==> config.mk <==
export PLATFORM = sky130hd
export DESIGN_NAME = unidade_controle_multiciclo
export DESIGN_NICKNAME = d
export VERILOG_FILES = /design/src/rtl/unidade_controle_multiciclo.sv
export SDC_FILE = /design/constraint.sdc
export NUM_CORES = 1
export LEC_CHECK = 0
export BUFFER_PORTS_ARGS = -buffer_cell sky130_fd_sc_hd__buf_4
export CAP_MARGIN = 20
export CORE_ASPECT_RATIO = 0.75
export CORE_MARGIN = 2
export CORE_UTILIZATION = 35
export DETAILED_ROUTE_END_ITERATION = 8
export GPL_TIMING_DRIVEN = 0
export SYNTH_ARGS = -nofsm -noshare
export SYNTH_HDL_FRONTEND = slang
export SYNTH_SLANG_ARGS = --single-unit
==> constraint.sdc <==
create_clock -name clock -period 6.72 [get_ports clock]
set_clock_uncertainty 0.05 [all_clocks]
set_input_delay 2.016 -clock clock [delete_from_list [all_inputs] [get_ports clock]]
set_output_delay 2.016 -clock clock [all_outputs]
set_load 0.03 [all_outputs]
==> src/rtl/unidade_controle_multiciclo.sv <==
// Multi-cycle control sequencer: takes instructions from fetch, decodes them and
// walks DECODE/EXEC/MEM/WB, driving register-bank, ALU, data-memory and PC controls.
module unidade_controle_multiciclo #(
    parameter int MEM_TIMEOUT = 255
) (
    input  logic        clock,
    input  logic        reset,
    input  logic        instr_valid,
    input  logic [31:0] instr,
    output logic        instr_ready,
    input  logic        mem_done,
    input  logic        Zero,
    output logic [5:0]  RS,
    output logic [5:0]  RT,
    output logic [5:0]  RD,
    output logic [31:0] imediato,
    output logic [3:0]  ALUOp,
    output logic        ALUSrc,
    output logic        SumZero,
    output logic        ULAData,
    output logic        RegWrite,
    output logic        NOP,
    output logic        StackOP,
    output logic        JAL,
    output logic        MemRead,
    output logic        MemWrite,
    output logic        PCWrite,
    output logic [1:0]  PCSrc,
    output logic        illegal,
    output logic        mem_timeout,
    output logic [2:0]  dbg_state
);

    // Handshake: an instruction transfers at a rising edge where instr_valid and
    // instr_ready are both high; instr_ready is high only in FETCH.

    typedef enum logic [2:0] {
        S_FETCH  = 3'd0,
        S_DECODE = 3'd1,
        S_EXEC   = 3'd2,
        S_MEM    = 3'd3,
        S_WB     = 3'd4
    } state_t;

    typedef struct packed {
        logic [5:0]  rs;
        logic [5:0]  rt;
        logic [5:0]  rd;
        logic [31:0] imm;
        logic [3:0]  aluop;
        logic        alusrc;
        logic        sumzero;
        logic        uladata;
        logic        stackop;
        logic        jal;
        logic        nop;
        logic        illegal;
        logic        is_load;
        logic        is_store;
        logic        is_branch;
        logic        is_jump;
        logic        to_wb;
    } dec_t;

    localparam logic [5:0] OP_R    = 6'h00;
    localparam logic [5:0] OP_ADDI = 6'h01;
    localparam logic [5:0] OP_LW   = 6'h02;
    localparam logic [5:0] OP_SW   = 6'h03;
    localparam logic [5:0] OP_BEQ  = 6'h04;
    localparam logic [5:0] OP_J    = 6'h05;
    localparam logic [5:0] OP_JAL  = 6'h06;
    localparam logic [5:0] OP_PUSH = 6'h07;
    localparam logic [5:0] OP_POP  = 6'h08;
    localparam logic [5:0] OP_LI   = 6'h09;
    localparam logic [5:0] OP_MOVE = 6'h0A;
    localparam logic [5:0] OP_NOP  = 6'h3F;

    localparam logic [15:0] LP_MEM_LAST = 16'(MEM_TIMEOUT - 1);

    function automatic dec_t f_decode(input logic [31:0] ins);
        dec_t d;
        d       = '0;
        d.rs    = ins[25:20];
        d.rt    = ins[19:14];
        d.rd    = ins[13:8];
        d.imm   = {{18{ins[13]}}, ins[13:0]};
        case (ins[31:26])
            OP_R: begin
                d.aluop = ins[3:0];
                d.to_wb = 1'b1;
            end
            OP_ADDI: begin
                d.alusrc = 1'b1;
                d.rd     = ins[19:14];
                d.to_wb  = 1'b1;
            end
            OP_LW: begin
                d.alusrc  = 1'b1;
                d.rd      = ins[19:14];
                d.is_load = 1'b1;
            end
            OP_SW: begin
                d.alusrc   = 1'b1;
                d.is_store = 1'b1;
            end
            OP_BEQ: begin
                d.aluop     = 4'b0001;
                d.is_branch = 1'b1;
            end
            OP_J: begin
                d.is_jump = 1'b1;
            end
            OP_JAL: begin
                d.jal   = 1'b1;
                d.to_wb = 1'b1;
            end
            OP_PUSH: begin
                d.stackop  = 1'b1;
                d.is_store = 1'b1;
            end
            OP_POP: begin
                d.stackop = 1'b1;
                d.rd      = ins[19:14];
                d.is_load = 1'b1;
            end
            OP_LI: begin
                d.sumzero = 1'b1;
                d.alusrc  = 1'b1;
                d.rd      = ins[19:14];
                d.to_wb   = 1'b1;
            end
            OP_MOVE: begin
                // MOVE passes dado2 through the ALU as dado2 + 0
                d.uladata = 1'b1;
                d.alusrc  = 1'b1;
                d.imm     = 32'h0;
                d.rd      = ins[19:14];
                d.to_wb   = 1'b1;
            end
            OP_NOP: begin
                d.nop = 1'b1;
            end
            default: begin
                d.nop     = 1'b1;
                d.illegal = 1'b1;
            end
        endcase
        return d;
    endfunction

    state_t      r_state;
    logic [31:0] r_ir;
    logic [15:0] r_mem_cnt;
    logic        r_instr_ready;
    logic        r_regwrite;
    logic        r_pcwrite;
    logic [1:0]  r_pcsrc;
    logic        r_memread;
    logic        r_memwrite;
    logic        r_beq_exec;

    dec_t w_dec;
    logic w_active;
    logic w_to_mem;
    logic w_direct;
    logic w_mem_abort;
    logic w_store_done;

    always_comb begin
        w_dec        = f_decode(r_ir);
        w_active     = (r_state != S_FETCH);
        w_to_mem     = w_dec.is_load | w_dec.is_store;
        w_direct     = ~w_dec.to_wb & ~w_to_mem;
        w_mem_abort  = (r_state == S_MEM) && !mem_done && (r_mem_cnt == LP_MEM_LAST);
        w_store_done = (r_state == S_MEM) && mem_done && w_dec.is_store;
    end

    always_ff @(posedge clock or posedge reset) begin
        if (reset) begin
            r_state       <= S_FETCH;
            r_ir          <= 32'h0;
            r_mem_cnt     <= 16'h0;
            r_instr_ready <= 1'b1;
            r_regwrite    <= 1'b0;
            r_pcwrite     <= 1'b0;
            r_pcsrc       <= 2'b00;
            r_memread     <= 1'b0;
            r_memwrite    <= 1'b0;
            r_beq_exec    <= 1'b0;
        end else begin
            r_regwrite <= 1'b0;
            r_pcwrite  <= 1'b0;
            r_pcsrc    <= 2'b00;
            r_beq_exec <= 1'b0;
            case (r_state)
                S_FETCH: begin
                    if (instr_valid && r_instr_ready) begin
                        r_ir          <= instr;
                        r_instr_ready <= 1'b0;
                        r_state       <= S_DECODE;
                    end
                end
                S_DECODE: begin
                    r_state <= S_EXEC;
                    // Branch/jump/NOP retire from EXEC, so their PC strobe is set up here
                    if (w_direct) begin
                        r_pcwrite  <= 1'b1;
                        r_pcsrc    <= w_dec.is_jump ? 2'b10 : 2'b00;
                        r_beq_exec <= w_dec.is_branch;
                    end
                end
                S_EXEC: begin
                    if (w_dec.to_wb) begin
                        r_state    <= S_WB;
                        r_regwrite <= 1'b1;
                        r_pcwrite  <= 1'b1;
                        r_pcsrc    <= w_dec.jal ? 2'b10 : 2'b00;
                    end else if (w_to_mem) begin
                        r_state    <= S_MEM;
                        r_mem_cnt  <= 16'h0;
                        r_memread  <= w_dec.is_load;
                        r_memwrite <= w_dec.is_store;
                    end else begin
                        r_state       <= S_FETCH;
                        r_instr_ready <= 1'b1;
                    end
                end
                S_MEM: begin
                    if (mem_done) begin
                        r_memread  <= 1'b0;
                        r_memwrite <= 1'b0;
                        if (w_dec.is_load) begin
                            r_state    <= S_WB;
                            r_regwrite <= 1'b1;
                            r_pcwrite  <= 1'b1;
                        end else begin
                            r_state       <= S_FETCH;
                            r_instr_ready <= 1'b1;
                        end
                    end else if (w_mem_abort) begin
                        r_memread     <= 1'b0;
                        r_memwrite    <= 1'b0;
                        r_state       <= S_FETCH;
                        r_instr_ready <= 1'b1;
                    end else begin
                        r_mem_cnt <= 16'(r_mem_cnt + 16'd1);
                    end
                end
                S_WB: begin
                    r_state       <= S_FETCH;
                    r_instr_ready <= 1'b1;
                end
                default: begin
                    r_state       <= S_FETCH;
                    r_instr_ready <= 1'b1;
                end
            endcase
        end
    end

    assign instr_ready = r_instr_ready;
    assign RS          = w_active ? w_dec.rs      : 6'h0;
    assign RT          = w_active ? w_dec.rt      : 6'h0;
    assign RD          = w_active ? w_dec.rd      : 6'h0;
    assign imediato    = w_active ? w_dec.imm     : 32'h0;
    assign ALUOp       = w_active ? w_dec.aluop   : 4'h0;
    assign ALUSrc      = w_active & w_dec.alusrc;
    assign SumZero     = w_active & w_dec.sumzero;
    assign ULAData     = w_active & w_dec.uladata;
    assign StackOP     = w_active & w_dec.stackop;
    assign JAL         = w_active & w_dec.jal;
    assign NOP         = w_active & w_dec.nop;
    assign illegal     = (r_state == S_DECODE) & w_dec.illegal;
    assign RegWrite    = r_regwrite;
    assign MemRead     = r_memread;
    assign MemWrite    = r_memwrite;
    // Zero and mem_done are consumed in the same cycle they are presented
    assign PCWrite     = r_pcwrite | w_store_done;
    assign PCSrc       = (r_beq_exec && Zero) ? 2'b01 : r_pcsrc;
    assign mem_timeout = w_mem_abort;
    assign dbg_state   = r_state;

endmodule

==> flow_metrics.env, run 1 <==
export IMPL_syn_area_um2=3360
export IMPL_num_rows=30
export IMPL_relSlewSlack_pct=58.5
export IMPL_crit_required_ns=4.65
export IMPL_place_congestion=0.905
export IMPL_wl_met2_um=4370
export IMPL_overflow=0
export IMPL_io_buffers=108
export IMPL_grt_max_degree=36
export IMPL_routed_wl_um=9280
export IMPL_synth_area_per_cell_um2=10.3
export IMPL_dr_pass1_iters=4
export IMPL_drtAntennaViolNets=0
export IMPL_hp_class="reg2reg"
export IMPL_async_reset_ff_share_pct=100
export IMPL_dp_hpwl_um=7040
export IMPL_yosys_warnings=0
export IMPL_setup_violations=0
export IMPL_drc=0
export IMPL_cts_resized_gates=0
export IMPL_layout_commonest_cell="buf_4"
export IMPL_r2r_start="r_mem_cnt[0]"
export IMPL_track_usage_pct=18.1
export IMPL_hold_buffers=0
export IMPL_n_fill_cell=874
export IMPL_worst_pin_slew_ns=0.623
export IMPL_wire_per_inst_um=16.1
export IMPL_die_w_um=117
export IMPL_startpoint_type="input port"
export IMPL_status="finished clean"
export IMPL_clock_latency_ns=0.33
export IMPL_clock_path_buffers=2
export IMPL_rsz0062_at_grt="no"
export IMPL_crit_arrival_ns=2.81
export IMPL_die_h_um=88.9
export IMPL_tns_ns=0
export IMPL_n_antenna_cell=0
export IMPL_layout_drive_gt1_share_pct=44.9
export IMPL_area_delta_synth_final_pct=40.0
export IMPL_synth_fp_nets=364
export IMPL_fin_crit_ns=4.87
export IMPL_fin_ws_ns=1.85
export IMPL_maxCapViolations=0
export IMPL_peakVddDrop_mv=0.217
export IMPL_post_cts_buffers=0
export IMPL_initial_utilization_pct=36.5
export IMPL_end_kind="output port"
export IMPL_h_tree_depth=3
export IMPL_hold_start="r_ir[25]"
export IMPL_synth_distinct_cells=54
export IMPL_numClockSinks=58
export IMPL_core_um2=9200
export IMPL_min_period_over_period_pct=72.5
export IMPL_met1_length_um=4300
export IMPL_antenna_found_initial=0
export IMPL_synth_seq_area_share_pct=43.2
export IMPL_grt_pass1_vias=2693
export IMPL_path_max_fanout=10
export IMPL_grt_pass1_wl_um=14100
export IMPL_crit_type="in2out"
export IMPL_final_cell_mix="buf_4 (126), dfrtp_1 (57), mux2_2 (33)"
export IMPL_cts_root_buffer="clkbuf_16"
export IMPL_design_die_area_um2=10400
export IMPL_fin_nets=484
export IMPL_p_leak_uw=0.00229
export IMPL_vias=2944
export IMPL_dr_wl_met3_um=561
export IMPL_clk_pin_slew_ns=0.06
export IMPL_top_layer="met4"
export IMPL_startpoint="mem_done"
export IMPL_synth_edf_count=0
export IMPL_synth_seq_cells=58
export IMPL_synth_ff_type="dfrtp_1"
export IMPL_drv_slew=0
export IMPL_viasPerCell=5.09
export IMPL_hold_viol_final=0
export IMPL_cts_tree="yes"
export IMPL_place_ws_ns=1.84
export IMPL_syn_inst=325
export IMPL_cts_buffers=9
export IMPL_fmax_mhz=205
export IMPL_drt_iter0_markers=147
export IMPL_power_density_nw_per_um2=521
export IMPL_io_pins=109
-- where the power goes --
group | total [µW] | internal, µW | switching (µW)
logic | 1340 | 560 | 783
clock network | 537 | 372 | 165
registers | 570 | 470 | 100
total | 2450 | 1400 | 1050
-- per-stage QoR --
step | power [µW] | util [%] | instance area, µm² | std cells | hold slack (ns)
detailed placement | 1930 | 47.3 | 4350 | 562 | 0.435
CTS | 2470 | 51.2 | 4700 | 578 | 0.447
floorplan | 1480 | - | 3360 | 325 | 0.421
global route | 2600 | 51.2 | 4700 | 578 | 0.463
global placement | 1910 | 47.1 | 4330 | 561 | 0.427
finish | 2450 | 51.2 | 4700 | 578 | 0.444
-- cell usage after synthesis, types with 5 or more instances --
master   count  area, µm²
dfrtp_1     57       1430
nor2b_1     16        100
inv_1        5       18.8
nand3_1      8       40.0
nor2_1      20       75.1
o21a_1       5       37.5
a31oi_1      6       37.5
mux2_2      33        372
buf_2        8       40.0
o21ai_0      6       30.0
buf_4       18        135
nand4_1      5       31.3
mux2i_1      6       60.1
and2_1      24        150
a221o_1      9       90.1
nor4_1      12       75.1
nand2_1     18       67.6
nor3_1       9       45.0
-- cell families after synthesis --
family / share of synthesized area, %
buffers and inverters: 6.66
xor gates and xnor gates: 0.521
muxes: 12.8
adders and majority gates: 0.744
and+or+nand+nor: 24.6
AOI/OAI and AO/OA: 11.4
DFF: 43.2
-- worst max-delay path, stage by stage --
cell and delay (ns):
buf_4 0.13, nand2b_1 0.16, buf_2 0.20, nor2_1 0.12
buf_4 0.17
-- metal layers --
metal | up-vias | track usage [%]
li1 | 1418 | -
met1 | 1422 | 25.4
met2 | 100 | 26.9
met3 | 4 | 5.07
met4 | 0 | 6.20
met5 | - | 0
-- worst paths after layout --
kind                            cells after the start           end  slack, ns
worst max register to register                      7  r_mem_cnt[1]       4.62
worst min-delay path                                1      r_ir[25]       0.44
worst min register to register                      1      r_ir[25]       0.44
min in group asynchronous                           2      r_ir[25]       1.68
max in group asynchronous                           3   instr_ready       4.29
worst max-delay path                                5   mem_timeout       1.85
-- flip-flops by register name (all words and copies together) (netlist names) --
register and cells:
r_pcsrc 1, dbg_state 3, instr_ready 1, RegWrite 1
MemWrite 1, MemRead 1, r_ir 32, r_beq_exec 1
r_pcwrite 1, r_mem_cnt 16
-- area by class of cell --
| type | count | area [µm²] | area share (%) |
|---|---|---|---|
| Multi-Input combinational cell | 230 | 1680 | 35.8 |
| Sequential cell | 58 | 1450 | 30.9 |
| Timing Repair Buffer | 109 | 831 | 17.7 |
| Clock buffer | 10 | 239 | 5.08 |
| Buffer | 32 | 205 | 4.36 |
| Tap cell | 128 | 160 | 3.40 |
| Clock inverter | 6 | 114 | 2.42 |
| Inverter | 5 | 18.8 | 0.399 |
No activity file was read; power rests on OpenSTA's default activity.
==> run 2, diff against run 1 <==
--- a/config.mk
+++ b/config.mk
@@ -5,6 +5,7 @@
 export SDC_FILE = /design/constraint.sdc
 export NUM_CORES = 1
 export LEC_CHECK = 0
+export ABC_AREA = 1
 export BUFFER_PORTS_ARGS = -buffer_cell sky130_fd_sc_hd__buf_4
 export CAP_MARGIN = 20
 export CORE_ASPECT_RATIO = 0.75
==> constraint.sdc (replaced) <==
create_clock -name clock -period 4.8 [get_ports clock]
set_clock_uncertainty 0.05 [all_clocks]
set_input_delay 1.44 -clock clock [delete_from_list [all_inputs] [get_ports clock]]
set_output_delay 1.44 -clock clock [all_outputs]
set_load 0.03 [all_outputs]
==> run 2 against run 1 <==
  * Clock power rose by 12%
  * Worst hold slack got worse by 0.0087 ns
  * Cell count rose by 21%
  * Critical endpoint unchanged
  * Register-to-register slack got worse by 1.7 ns
  * First-iteration DRC count fell by 10%
  * Flip-flop and latch count did not move
  * Die area barely moved
  * Setup slack got worse by 0.86 ns
  * Non-clock buffer count did not move
  * Power rose by 38%
==> flow_metrics.env, run 2 <==
export IMPL_status="finished clean"
export IMPL_stdcell_area_um2=4650
export IMPL_layout_commonest_cell="buf_4"
export IMPL_h_tree_depth=3
export IMPL_overflow=0
export IMPL_dpl_cell_area_um2=4370
export IMPL_routed_wl_um=9490
export IMPL_wire_per_inst_um=13.5
export IMPL_die_h_um=88.9
export IMPL_end_kind="output port"
export IMPL_place_congestion=0.896
export IMPL_area_delta_synth_final_pct=38.4
export IMPL_min_period_over_period_pct=79.5
export IMPL_antenna_found_initial=0
export IMPL_yosysMostFrequentCell="nor2_1"
export IMPL_grt_max_degree=36
export IMPL_p_clk_share_pct=17.7
export IMPL_synth_edf_count=0
export IMPL_place_ws_ns=0.962
export IMPL_yosys_warnings=0
export IMPL_p_sw_share_pct=47.2
export IMPL_p_int_uw=1790
export IMPL_clock_path_buffers=2
export IMPL_rsz0062_at_grt="no"
export IMPL_hold_start="MemWrite"
export IMPL_r2r_start="dbg_state[2]"
export IMPL_n_antenna_cell=0
export IMPL_hp_class="reg2reg"
export IMPL_drc=0
export IMPL_maxCapViolations=0
export IMPL_synth_fp_nets=487
export IMPL_worst_pin_slew_ns=0.785
export IMPL_drt_iter0_markers=132
export IMPL_synth_seq_cells=58
export IMPL_syn_area_um2=3360
export IMPL_crit_required_ns=3.31
export IMPL_vias=3298
export IMPL_cts_tree="yes"
export IMPL_power_density_nw_per_um2=728
export IMPL_netlist_top_cells_count="nor2_1 (75), nand2_1 (64), inv_1 (59)"
export IMPL_synth_area_per_cell_um2=7.50
export IMPL_top_register="r_ir"
export IMPL_synth_top_cells_by_area="dfrtp_1 (42%), nor2_1 (8.4%), nand2_1 (7.1%), inv_1 (6.6%), a21oi_1 (6.4%)"
export IMPL_syn_inst=448
export IMPL_crit_arrival_ns=2.32
export IMPL_yosysTopAreaCell="dfrtp_1"
export IMPL_cts_resized_gates=0
export IMPL_startpoint="mem_done"
export IMPL_hold_viol_final=0
export IMPL_design_die_area_um2=10400
export IMPL_path_max_fanout=2
export IMPL_track_usage_pct=19.6
export IMPL_peakVddDrop_mv=0.471
export IMPL_hold_buffers=0
export IMPL_synth_top_area_share_pct=42.4
export IMPL_fin_ws_ns=0.986
export IMPL_post_cts_buffers=0
export IMPL_die_w_um=117
export IMPL_fin_crit_ns=3.81
export IMPL_clk_pin_slew_ns=0.05
export IMPL_startpoint_type="input port"
export IMPL_drv_slew=0
export IMPL_final_cell_mix="buf_4 (127), nor2_1 (75), nand2_1 (64)"
export IMPL_n_fill_cell=895
export IMPL_clock_latency_ns=0.32
export IMPL_relSlewSlack_pct=47.6
export IMPL_holdWs_ns=0.435
export IMPL_viasPerCell=4.70
export IMPL_layout_drive_gt1_share_pct=32.9
export IMPL_power_switching_uw=1600
export IMPL_placed_cells=686
export IMPL_dp_hpwl_um=7290
export IMPL_cts_buffers=9
export IMPL_async_reset_ff_share_pct=100
export IMPL_grt_pass1_wl_um=15500
export IMPL_setup_violations=0
export IMPL_fmax_mhz=262
export IMPL_pwr_share_seq_pct=22.1
export IMPL_synth_ff_type="dfrtp_1"
export IMPL_final_cells=702
export IMPL_cts_root_buffer="clkbuf_16"
export IMPL_crit_type="in2out"
export IMPL_dr_pass1_iters=4
export IMPL_p_comb_share_pct=60.2
export IMPL_drtAntennaViolNets=0
export IMPL_synth_seq_area_share_pct=43.2
export IMPL_grt_pass1_vias=3212
export IMPL_p_leak_uw=0.00246
export IMPL_largest_reg_flops=32
export IMPL_synth_distinct_cells=35
export IMPL_fin_nets=608
export IMPL_numClockSinks=58
export IMPL_core_um2=9200
export IMPL_io_pins=109
export IMPL_tns_ns=0
export IMPL_num_rows=30
export IMPL_initial_utilization_pct=36.6
export IMPL_io_buffers=108
run 2: cell types whose count changed in the layout (fill, tap and decap cells not counted), sizes merged, moves of 9 or more:
cell   change
a21oi     +46
a221o      -9
and2      -24
inv       +59
mux2      -32
nand2     +52
nand3     +17
nor2      +60
nor2b     -16
nor3      +14
nor4      -12
o21ai     +16
run 2: stage by stage:
step	utilization [%]	power, µW
2_1_floorplan	-	2100
3_3_place_gp	47.1	2770
3_5_place_dp	47.5	2800
4_1_cts	50.6	3410
5_1_grt	50.6	3600
6_report	50.6	3390
run 2: cell families after synthesis:
group	synth area share, %
simple gates	28.1
buf+inv	13.7
compound gates	13.1
flops	43.2
xor+xnor	0.782
fa+ha+maj	0.744
mux	0.335
run 2: final cells by class:
type	instances	area, µm²	area share [%]
Multi-Input combinational cell	294	1450	31.2
Sequential cell	58	1450	31.2
Timing Repair Buffer	110	842	18.1
Clock buffer	14	274	5.89
Inverter	65	244	5.24
Buffer	31	216	4.65
Tap cell	128	160	3.44
Clock inverter	2	10.0	0.215
run 2: layer usage:
metal  routed length, µm  global-route usage (%)
met1                4770                    27.5
met2                4050                    28.7
met3                 554                    6.44
met4                 113                    6.10
met5                   0                       0
run 2: worst paths after layout:
path / end / slack, ns / cells past startpoint
worst max-delay path: mem_timeout / 0.99 / 4
worst min-delay path: MemWrite / 0.43 / 2
worst max register to register: r_ir[10] / 2.92 / 7
worst min register to register: MemWrite / 0.43 / 2
max in group asynchronous: r_ir[21] / 2.87 / 3
min in group asynchronous: r_mem_cnt[8] / 1.23 / 2
run 2: power by group through the flow:
stage | combinational [µW] | clock [µW] | sequential [µW]
after floorplan | 1340 | 0 | 762
after global placement | 2020 | 0 | 749
after detailed placement | 2040 | 0 | 754
after CTS | 2050 | 614 | 747
after global routing | 2200 | 634 | 767
final | 2040 | 600 | 747
run 2: worst max-delay path, cell delays in order:
cell	delay, ns
buf_4	0.12
nor2_1	0.21
nor4b_1	0.33
buf_4	0.23
